`config.mk`:
```
export PLATFORM = sky130hd
export DESIGN_NAME = controle_alarme
export DESIGN_NICKNAME = d
export VERILOG_FILES = /design/src/rtl/alarme_pkg.sv /design/src/rtl/contador_regressivo.sv /design/src/rtl/controle_alarme.sv
export SDC_FILE = /design/constraint.sdc
export NUM_CORES = 1
export LEC_CHECK = 0
export CORE_MARGIN = 1
export CORE_UTILIZATION = 50
export CTS_BUF_LIST = sky130_fd_sc_hd__clkbuf_2 sky130_fd_sc_hd__clkbuf_4 sky130_fd_sc_hd__clkbuf_8
export DETAILED_ROUTE_END_ITERATION = 7
export GPL_TIMING_DRIVEN = 0
export PLACE_DENSITY = 0.79
export SLEW_MARGIN = 20
export SYNTH_ARGS = -nofsm -noshare
export SYNTH_HDL_FRONTEND = slang
export SYNTH_SLANG_ARGS = --single-unit
```
`constraint.sdc`:
```
create_clock -name clock -period 3.55 [get_ports clock]
set_input_delay 0.71 -clock clock [delete_from_list [all_inputs] [get_ports clock]]
set_output_delay 0.71 -clock clock [all_outputs]
set_load 0.02 [all_outputs]
```
`src/rtl/alarme_pkg.sv`:
```
// Shared definitions for the alarm controller: FSM state codes, timer width
// and the default values of the timing/attempt parameters.
package alarme_pkg;

  localparam int unsigned TimerWidth = 9;

  localparam int unsigned TEMPO_SAIDA_DEF    = 180;
  localparam int unsigned TEMPO_ENTRADA_DEF  = 30;
  localparam int unsigned TEMPO_SIRENE_DEF   = 300;
  localparam int unsigned MAX_TENTATIVAS_DEF = 3;
  localparam int unsigned TEMPO_BLOQUEIO_DEF = 60;

  typedef enum logic [2:0] {
    StDesarmado = 3'd0,
    StSaida     = 3'd1,
    StArmado    = 3'd2,
    StEntrada   = 3'd3,
    StDisparo   = 3'd4
  } estado_e;

  // States whose timer counts down on tick_1s.
  function automatic logic estado_temporizado(estado_e st);
    return (st == StSaida) || (st == StEntrada) || (st == StDisparo);
  endfunction

endpackage

```
`src/rtl/contador_regressivo.sv`:
```
// Loadable down-counter with tick enable.
//   clk_i, rst_ni : clock, asynchronous active-low reset
//   clear_i       : force count to zero (highest priority)
//   load_i        : load load_val_i
//   load_val_i    : value to load
//   tick_i        : decrement by one, saturating at zero
//   count_o       : current count (registered)
//   zero_o        : count_o == 0
module contador_regressivo #(
  parameter int unsigned Width = 9
) (
  input  logic             clk_i,
  input  logic             rst_ni,
  input  logic             clear_i,
  input  logic             load_i,
  input  logic [Width-1:0] load_val_i,
  input  logic             tick_i,
  output logic [Width-1:0] count_o,
  output logic             zero_o
);

  logic [Width-1:0] count_d, count_q;

  always_comb begin
    count_d = count_q;
    if (clear_i) begin
      count_d = '0;
    end else if (load_i) begin
      count_d = load_val_i;
    end else if (tick_i && (count_q != '0)) begin
      count_d = count_q - 1'b1;
    end
  end

  always_ff @(posedge clk_i or negedge rst_ni) begin
    if (!rst_ni) begin
      count_q <= '0;
    end else begin
      count_q <= count_d;
    end
  end

  assign count_o = count_q;
  assign zero_o  = (count_q == '0);

endmodule

```
`src/rtl/controle_alarme.sv`:
```
// Burglar alarm controller: arm/disarm by password, exit and entry delays,
// timed siren, panic input and wrong-password lockout.
//   clock, reset_n  : clock, asynchronous active-low reset
//   tick_1s         : one-cycle pulse per second
//   confirma        : user confirms the entered digits
//   senha_igual     : entered digits match the stored password
//   sensor[3:0]     : zone sensors, active high
//   panico          : panic button, active high
//   estado          : FSM state code
//   armado, sirene  : armed indicator, siren drive
//   bloqueado       : wrong-password lockout active
//   tempo_restante  : seconds left in the current timed state
//   tentativas      : current wrong-attempt count
//   limpa_digitos   : one-cycle pulse after every accepted confirma
module controle_alarme
  import alarme_pkg::*;
#(
  parameter int unsigned TEMPO_SAIDA    = TEMPO_SAIDA_DEF,
  parameter int unsigned TEMPO_ENTRADA  = TEMPO_ENTRADA_DEF,
  parameter int unsigned TEMPO_SIRENE   = TEMPO_SIRENE_DEF,
  parameter int unsigned MAX_TENTATIVAS = MAX_TENTATIVAS_DEF,
  parameter int unsigned TEMPO_BLOQUEIO = TEMPO_BLOQUEIO_DEF
) (
  input  logic       clock,
  input  logic       reset_n,
  input  logic       tick_1s,
  input  logic       confirma,
  input  logic       senha_igual,
  input  logic [3:0] sensor,
  input  logic       panico,
  output logic [2:0] estado,
  output logic       armado,
  output logic       sirene,
  output logic       bloqueado,
  output logic [8:0] tempo_restante,
  output logic [1:0] tentativas,
  output logic       limpa_digitos
);

  localparam logic [TimerWidth-1:0] ValSaida    = TimerWidth'(TEMPO_SAIDA);
  localparam logic [TimerWidth-1:0] ValEntrada  = TimerWidth'(TEMPO_ENTRADA);
  localparam logic [TimerWidth-1:0] ValSirene   = TimerWidth'(TEMPO_SIRENE);
  localparam logic [TimerWidth-1:0] ValBloqueio = TimerWidth'(TEMPO_BLOQUEIO);
  localparam logic [1:0]            MaxTent     = 2'(MAX_TENTATIVAS);

  estado_e         estado_d, estado_q;
  logic [1:0]      tentativas_d, tentativas_q;
  logic            bloqueado_d, bloqueado_q;
  logic            armado_d, armado_q;
  logic            sirene_d, sirene_q;
  logic            limpa_d, limpa_q;

  logic            aceito, valido, errado, entra_bloqueio;
  logic [1:0]      tent_inc;

  logic                  timer_clear, timer_load, timer_tick;
  logic [TimerWidth-1:0] timer_val, timer_count;
  logic                  timer_zero;

  logic                  lock_load, lock_tick;
  logic [TimerWidth-1:0] lock_count;
  logic                  lock_zero;

  // Confirma is discarded entirely while locked out.
  assign aceito         = confirma & ~bloqueado_q;
  assign valido         = aceito & senha_igual;
  assign errado         = aceito & ~senha_igual;
  assign tent_inc       = tentativas_q + 2'd1;
  assign entra_bloqueio = errado && (tent_inc == MaxTent);

  // Main FSM; the if/else chain encodes the per-cycle priority
  // panic > valid password > lockout entry > sensor > timer expiry.
  always_comb begin
    estado_d    = estado_q;
    timer_clear = 1'b0;
    timer_load  = 1'b0;
    timer_val   = '0;
    timer_tick  = 1'b0;

    if (!(estado_q inside {StDesarmado, StSaida, StArmado, StEntrada, StDisparo})) begin
      estado_d    = StDesarmado;
      timer_clear = 1'b1;
    end else if (panico) begin
      estado_d   = StDisparo;
      timer_load = 1'b1;
      timer_val  = ValSirene;
    end else if (valido) begin
      if (estado_q == StDesarmado) begin
        estado_d   = StSaida;
        timer_load = 1'b1;
        timer_val  = ValSaida;
      end else begin
        estado_d    = StDesarmado;
        timer_clear = 1'b1;
      end
    end else if (entra_bloqueio && (estado_q inside {StArmado, StEntrada})) begin
      estado_d   = StDisparo;
      timer_load = 1'b1;
      timer_val  = ValSirene;
    end else if ((estado_q == StArmado) && (sensor != 4'b0000)) begin
      estado_d   = StEntrada;
      timer_load = 1'b1;
      timer_val  = ValEntrada;
    end else if (tick_1s && estado_temporizado(estado_q)) begin
      // A tick seen with one second left expires the state; zero is only
      // treated as expired defensively.
      if ((timer_count == TimerWidth'(1)) || timer_zero) begin
        unique case (estado_q)
          StSaida: begin
            estado_d    = StArmado;
            timer_clear = 1'b1;
          end
          StEntrada: begin
            estado_d   = StDisparo;
            timer_load = 1'b1;
            timer_val  = ValSirene;
          end
          default: begin
            estado_d    = StArmado;
            timer_clear = 1'b1;
          end
        endcase
      end else begin
        timer_tick = 1'b1;
      end
    end
  end

  // Attempt counter, lockout flag and registered output decode.
  always_comb begin
    tentativas_d = tentativas_q;
    bloqueado_d  = bloqueado_q;
    lock_load    = 1'b0;
    lock_tick    = tick_1s & bloqueado_q;

    if (valido) begin
      tentativas_d = 2'd0;
    end else if (errado) begin
      tentativas_d = entra_bloqueio ? 2'd0 : tent_inc;
    end

    if (entra_bloqueio) begin
      bloqueado_d = 1'b1;
      lock_load   = 1'b1;
    end else if (bloqueado_q &&
                 (lock_zero || (tick_1s && (lock_count == TimerWidth'(1))))) begin
      bloqueado_d = 1'b0;
    end

    armado_d = (estado_d == StArmado) || (estado_d == StEntrada);
    sirene_d = (estado_d == StDisparo);
    limpa_d  = aceito;
  end

  always_ff @(posedge clock or negedge reset_n) begin
    if (!reset_n) begin
      estado_q     <= StDesarmado;
      tentativas_q <= 2'd0;
      bloqueado_q  <= 1'b0;
      armado_q     <= 1'b0;
      sirene_q     <= 1'b0;
      limpa_q      <= 1'b0;
    end else begin
      estado_q     <= estado_d;
      tentativas_q <= tentativas_d;
      bloqueado_q  <= bloqueado_d;
      armado_q     <= armado_d;
      sirene_q     <= sirene_d;
      limpa_q      <= limpa_d;
    end
  end

  contador_regressivo #(
    .Width (TimerWidth)
  ) u_timer_fsm (
    .clk_i      (clock),
    .rst_ni     (reset_n),
    .clear_i    (timer_clear),
    .load_i     (timer_load),
    .load_val_i (timer_val),
    .tick_i     (timer_tick),
    .count_o    (timer_count),
    .zero_o     (timer_zero)
  );

  contador_regressivo #(
    .Width (TimerWidth)
  ) u_timer_bloqueio (
    .clk_i      (clock),
    .rst_ni     (reset_n),
    .clear_i    (1'b0),
    .load_i     (lock_load),
    .load_val_i (ValBloqueio),
    .tick_i     (lock_tick),
    .count_o    (lock_count),
    .zero_o     (lock_zero)
  );

  assign estado         = estado_q;
  assign armado         = armado_q;
  assign sirene         = sirene_q;
  assign bloqueado      = bloqueado_q;
  assign tempo_restante = timer_count;
  assign tentativas     = tentativas_q;
  assign limpa_digitos  = limpa_q;

endmodule

```
# Word level (Yosys, flattened, before mapping)
# Index checks and enable logic that the tools add are counted.
# W data, S select, Z words.
# classes
reduce_logical	25
n_eq_ne	10
bitwise_logic	6
n_addsub	3
muxes	54
# ops
op	count
$mux W9	13
$mux W1	29
$mux W3	8
$eq A9 B1 Y1 const B	2
$logic_not A9 Y1	2
$reduce_bool A9 Y1	2
$sub A9 B1 Y9 const B	2
$eq A3 B2 Y1 const B	4
$logic_and A1 B1 Y1	8
$mux W8	1
$reduce_bool A2 Y1	4
$eq A3 B3 Y1 const B	2
$mux W2	3
$logic_or A1 B1 Y1	5
$reduce_bool A5 Y1	1
$and A1 B1 Y1	4
$reduce_bool A4 Y1	1
$eq A3 B1 Y1 const B	1
$logic_not A3 Y1	1
$reduce_bool A3 Y1	1
$add A2 B1 Y2 const B	1
$eq A2 B2 Y1 const B	1
$not A1 Y1	2
# totals
register_bits	27
word_cells	106

# Logic depth before layout (Yosys ltp)
# Gate-level depths: netlist of the first run.
# depth
depth_word	14
mapped_depth	8
depth_no_buf	8

# Modules after synthesis
# From an unflattened synthesis of the first run, not the netlist that was laid out.
# hier_totals
hier_cells	209
area_unflattened_um2	1993.2
# modules_own_cells
mod	area_each_um2	n_inst	seq_area_each_um2	cells_per_inst
contador_regressivo	644.4	2	225.2	63
controle_alarme	704.4	1	225.2	83

# Least setup slack after synthesis of the first run
# Ideal clock, no wire load.
# synth_path
path_type	register -> register
from	register u_timer_fsm.count_q[0], in the netlist u_timer_fsm.count_o[0]
to	register u_timer_fsm.count_q[3], in the netlist u_timer_fsm.count_o[3]
period_less_slack_ns	2.253
arrival_time_ns	2.141
slack_ns	1.297
stages_incl_launch_ff	9
required_time_ns	3.439
setup_ns	0.111
path_cell_list	dfrtp_1 inv_1 ha_1 o21ba_2 a31oi_1 nand3_4 and3_4 o21bai_1 a2111oi_2
# synth_via
elab_chain_len	11
# synth_rtl
item	line_no	rtl
start: declaration	contador_regressivo.sv:22	logic [Width-1:0] count_d, count_q;
start signal: assignment	contador_regressivo.sv:39	count_q <= count_d;
$eq A9 B1 Y1 / $logic_not A9 Y1 (equally long branches)	controle_alarme.sv:107, contador_regressivo.sv:44	
$logic_or A1 B1 Y1	controle_alarme.sv:107	if ((timer_count == TimerWidth'(1)) || timer_zero) begin
$mux W9 / $mux W1 (equally long branches)	controle_alarme.sv:107	
$mux W9 / $mux W1 (equally long branches)	controle_alarme.sv:104	end else if (tick_1s && estado_temporizado(estado_q)) begin
$mux W9 / $mux W1 (equally long branches)	controle_alarme.sv:100	end else if ((estado_q == StArmado) && (sensor != 4'b0000)) begin
$mux W9 / $mux W1 (equally long branches)	controle_alarme.sv:96	end else if (entra_bloqueio && (estado_q inside {StArmado, StEntrada})) begin
$mux W9 / $mux W1 (equally long branches)	controle_alarme.sv:87	end else if (valido) begin
$mux W9 / $mux W1 (equally long branches)	controle_alarme.sv:83	end else if (panico) begin
$mux W9 / $mux W1 (equally long branches)	controle_alarme.sv:80	if (!(estado_q inside {StDesarmado, StSaida, StArmado, StEntrada, StDisparo})) begin
$mux W9 / $logic_and A1 B1 Y1 (equally long branches)	contador_regressivo.sv:28, contador_regressivo.sv:30	
$mux W9 / $reduce_bool A3 Y1 (equally long branches)	--	
# Several ways; a longest one is shown, not always the timed one. The select of a mux whose other input is x is not followed.
# A chain may end at the register's enable or synchronous reset.

# Worst setup path in the final report of the first run
# layout_path
from	input senha_igual
to	register u_timer_fsm.count_q[3], in the netlist u_timer_fsm.count_o[3]
# layout_via
elab_chain_len	10
# layout_rtl
item	line_no	rtl
start: declaration	controle_alarme.sv:28	input logic senha_igual,
$not A1 Y1	controle_alarme.sv:67	assign errado = aceito & ~senha_igual;
$and A1 B1 Y1	controle_alarme.sv:67	
$logic_and A1 B1 Y1	controle_alarme.sv:69	assign entra_bloqueio = errado && (tent_inc == MaxTent);
$logic_and A1 B1 Y1	controle_alarme.sv:96	
$mux W9 / $mux W1 (equally long branches)	controle_alarme.sv:96	
$mux W9 / $mux W1 (equally long branches)	controle_alarme.sv:87	
$mux W9 / $mux W1 (equally long branches)	controle_alarme.sv:83	
$mux W9 / $mux W1 (equally long branches)	controle_alarme.sv:80	
$mux W9 / $logic_and A1 B1 Y1 (equally long branches)	contador_regressivo.sv:28, contador_regressivo.sv:30	
$mux W9 / $reduce_bool A3 Y1 (equally long branches)	--	
# Several ways; a longest one is shown, not always the timed one.

==> reports/metrics.cfg, run 1 <==
[outcome]
status=finished clean

[layout]
regArea_sq_um=676
antennaDiodeCount=0
final_nets=244
syn_to_final_growth_pct=19.7
drive_gt1_share_pct=13.7
fillCellCount=300
layout_commonest_cell=dfrtp_1
final_cell_mix=27 x dfrtp_1, 26 x clkdlybuf4s50_1, 20 x nand2_1, 15 x nor2_1, 12 x a21oi_1
multi_input_area_sq_mm=0.00113

[setup_path]
path_cells=clkdlybuf4s50_1, nand4bb_1, o32ai_2, o21ai_4, a21oi_4, o21bai_1, a2111oi_2
cp-start-kind=input pin
slowest_delay_ns=0.51
crit_required_ns=3.72
worst-path-buf-inv=1
worstSetupEndpointType=flip-flop
crit_fanout=7
arrival_ns=2.81
worstSetupPathType=input pin to flip-flop
crit_slowest_cell=clkdlybuf4s50_1
crit_family=compound AO/OA/AOI/OAI gates

[clocking]
clk_latency_ns=0.27
cts_resized=0
clkTransAtPathRegs_ns=0.09
cts_made_buffers=3
htreeDepth=1
numClockSinks=27
tritoncts=built
clock_path_buffers=2
cts-root-buf=clkbuf_8
cts_post_setup_buffers_inserted=0
cts_hold_repair.buffers=0

[synthesis]
netlist_area_sq_mm=0.00187
synth.distinct_cells=60
ys_seq_elements=27
yosysTopAreaCell=dfrtp_1
syn-num-nets=212
async_flop_share_pct=100
synth_flop_cell=dfrtp_1
synth_top_area_share_pct=36.1
synth_edf_count=0
yosysSeqAreaShare_pct=36.1
syn_inst=196
synth_area_leaders=dfrtp_1 36%, xnor2_1 4.2%, ha_1 4.0%
yosysWarnings=0
synth_area_per_cell_sq_um=9.56

[place]
io_buffers=27
hpwl_mm=3.01
place_ws_ns=0.642
gp_congestion=0.864

[route]
route.vias.total=1595
viasPerCell=5.84
wl_per_cell_um=14.7
drt_iter0_drc=64
drc=0
ant_nets=0
wl_mm=4.01
dr.pass1.iters=4

[timing]
relSlewSlack_pct=46.9
tns_ns=0
slew_violations=0
fin_crit_sh_pct=74.2
hold_viol=0
fin_crit_ns=2.63
finClkSkew_ns=0.00346
fmax_ghz=0.380
hold_slack_ns=0.430
rsz0062_at_grt=false
fin_ws_ns=0.915
setup_viol=0
worst_pin_slew_ns=0.795

[power]
ir_drop_mv=0.315
pwr-share-clk_pct=13.2
p_switching_mw=0.548
combPwrFrac_pct=46.1
powerDensity_mw_per_mm2=589
seqPwrFrac_pct=40.7
p_leak_nw=0.865
power.internal_mw=0.773
swShare_pct=41.5
power.total_mw=1.32

[global_route]
grt_usage_pct=22.5
grt_overflow_total=0
grt_pass1_wl_mm=7.26
grt_max_degree=28
grt_pass1_vias=1538
antenna_found_initial=0

[floorplanning]
num_rows=21
dieHeight_um=63.2
die_w_um=63.2
start_util_pct=54.0
core-area_sq_mm=0.00347
dieArea_sq_mm=0.00399
ioPinCount=28

[run]
maxCapViolCount=0

[worst_hold_path]
hold_path_class=input pin to asynchronous set/reset pin

[state kept, by name, indices dropped and copies added, names as in the netlist]
register	flops
armado	1
estado	3
bloqueado	1
limpa_digitos	1
u_timer_fsm.count_o	9
u_timer_bloqueio.count_o	9
sirene	1
tentativas	2
[worst reg2reg max path, cell delays in order, from the launching register on]
cell	delay [ns]
dfrtp_1	0.45
inv_1	0.12
ha_1	0.21
o21ba_2	0.22
a31oi_1	0.31
nand3_4	0.16
and3_4	0.23
o21bai_1	0.16
a2111oi_2	0.35
[through the flow]
| stage | cell area, sq um | std cells | util (%) |
|---|---|---|---|
| global placement | 2200 | 269 | 63.5 |
| global route | 2240 | 273 | 64.6 |
| detailed placement | 2200 | 269 | 63.3 |
| floorplan | 1870 | 196 | - |
| finish | 2240 | 273 | 64.6 |
| CTS | 2240 | 273 | 64.6 |
[Yosys cell counts, types with 2 or more instances]
cell type,count
nor3b_1,4
nor3_1,11
nor4_1,3
a22oi_1,2
a21oi_1,12
a22o_1,2
dfrtp_1,27
nor4_2,3
a31oi_1,3
or4_1,2
ha_1,6
nor2_1,15
buf_2,2
nand3_1,5
o21ai_1,3
inv_1,10
o21a_1,3
or3_1,4
nor3_4,2
nand2_1,20
nand2b_1,3
o31ai_1,2
o21ai_0,5
nand4_1,2
xnor2_1,9
xor2_1,2
[area by class of cell]
cell class	instances	area share, %
Multi-Input combinational cell	154	50.4
Sequential cell	27	30.1
Timing Repair Buffer	27	11.8
Tap cell	46	2.57
Clock buffer	3	1.84
Inverter	11	1.84
Buffer	4	1.12
Clock inverter	1	0.223
[final timing paths]
check	start	to	slack (ns)	cells past startpoint
max	senha_igual	u_timer_fsm.count_o[3]$_DFFE_PN0P_	0.92	7
min	reset_n	u_timer_bloqueio.count_o[5]$_DFFE_PN0P_	0.43	1
max in group asynchronous	reset_n	estado[1]$_DFF_PN0_	2.73	1
min in group clock	tentativas[0]$_DFFE_PN0P_	tentativas[0]$_DFFE_PN0P_	0.51	1
min reg2reg	tentativas[0]$_DFFE_PN0P_	tentativas[0]$_DFFE_PN0P_	0.51	1
max reg2reg	u_timer_fsm.count_o[0]$_DFFE_PN0P_	u_timer_fsm.count_o[3]$_DFFE_PN0P_	1.22	8
[power by group through the flow]
stage | Clock, mW | Sequential [mW] | Combinational (mW)
finish | 0.174 | 0.538 | 0.609
global route | 0.192 | 0.559 | 0.673
CTS | 0.182 | 0.536 | 0.613
detailed placement | 0 | 0.542 | 0.609
global placement | 0 | 0.540 | 0.598
floorplan | 0 | 0.588 | 0.349
[per-layer routing]
metal  global-route usage, %  up-vias  part of all wire, %
met4                    6.82        0                  1.1
li1                        -      794                    -
met1                    31.9      757                   49
met5                       0        -                    0
met2                    36.2       39                   46
met3                    2.17        5                  3.7
[kinds of logic (layout without fill, tap and decap cells)]
family	count (synthesis)	count (layout)	synth area share (%)
AND/OR/NAND/NOR	85	85	27.6
AO/OA/AOI/OAI	51	51	23.0
flip-flops	27	27	36.1
buffers and inverters	15	46	3.54
XOR/XNOR	11	11	5.14
adder cells (fa/ha/maj)	6	6	4.01
multiplexers	1	1	0.601
Power figures use the tool's default switching activity.
==> run 2, diff against run 1 <==
Clock period 3.55 ns to 2.62 ns, I/O delays scaled along.
==> results of run 2 <==
Same layout as run 1 (identical final DEF). Status: finished clean.
Among the figures that moved: setup slack after placement 0.642 ns -> -0.102 ns; setup slack after layout 0.915 ns -> 0.171 ns; hold slack 0.430 ns -> 0.244 ns; register-to-register setup slack 1.22 ns -> 0.29 ns; total power 1.32 mW -> 1.79 mW; worst IR drop on VDD 0.315 mV -> 0.426 mV
==> run 3, diff against run 2 <==
Settings changed: CTS_CLUSTER_DIAMETER set to 60.
==> results of run 3 <==
Same layout as run 1 (identical final DEF). Status: finished clean.
Among the figures that moved: setup slack after placement 0.642 ns -> -0.102 ns; setup slack after layout 0.915 ns -> 0.171 ns; hold slack 0.430 ns -> 0.244 ns; register-to-register setup slack 1.22 ns -> 0.29 ns; total power 1.32 mW -> 1.79 mW; worst IR drop on VDD 0.315 mV -> 0.426 mV
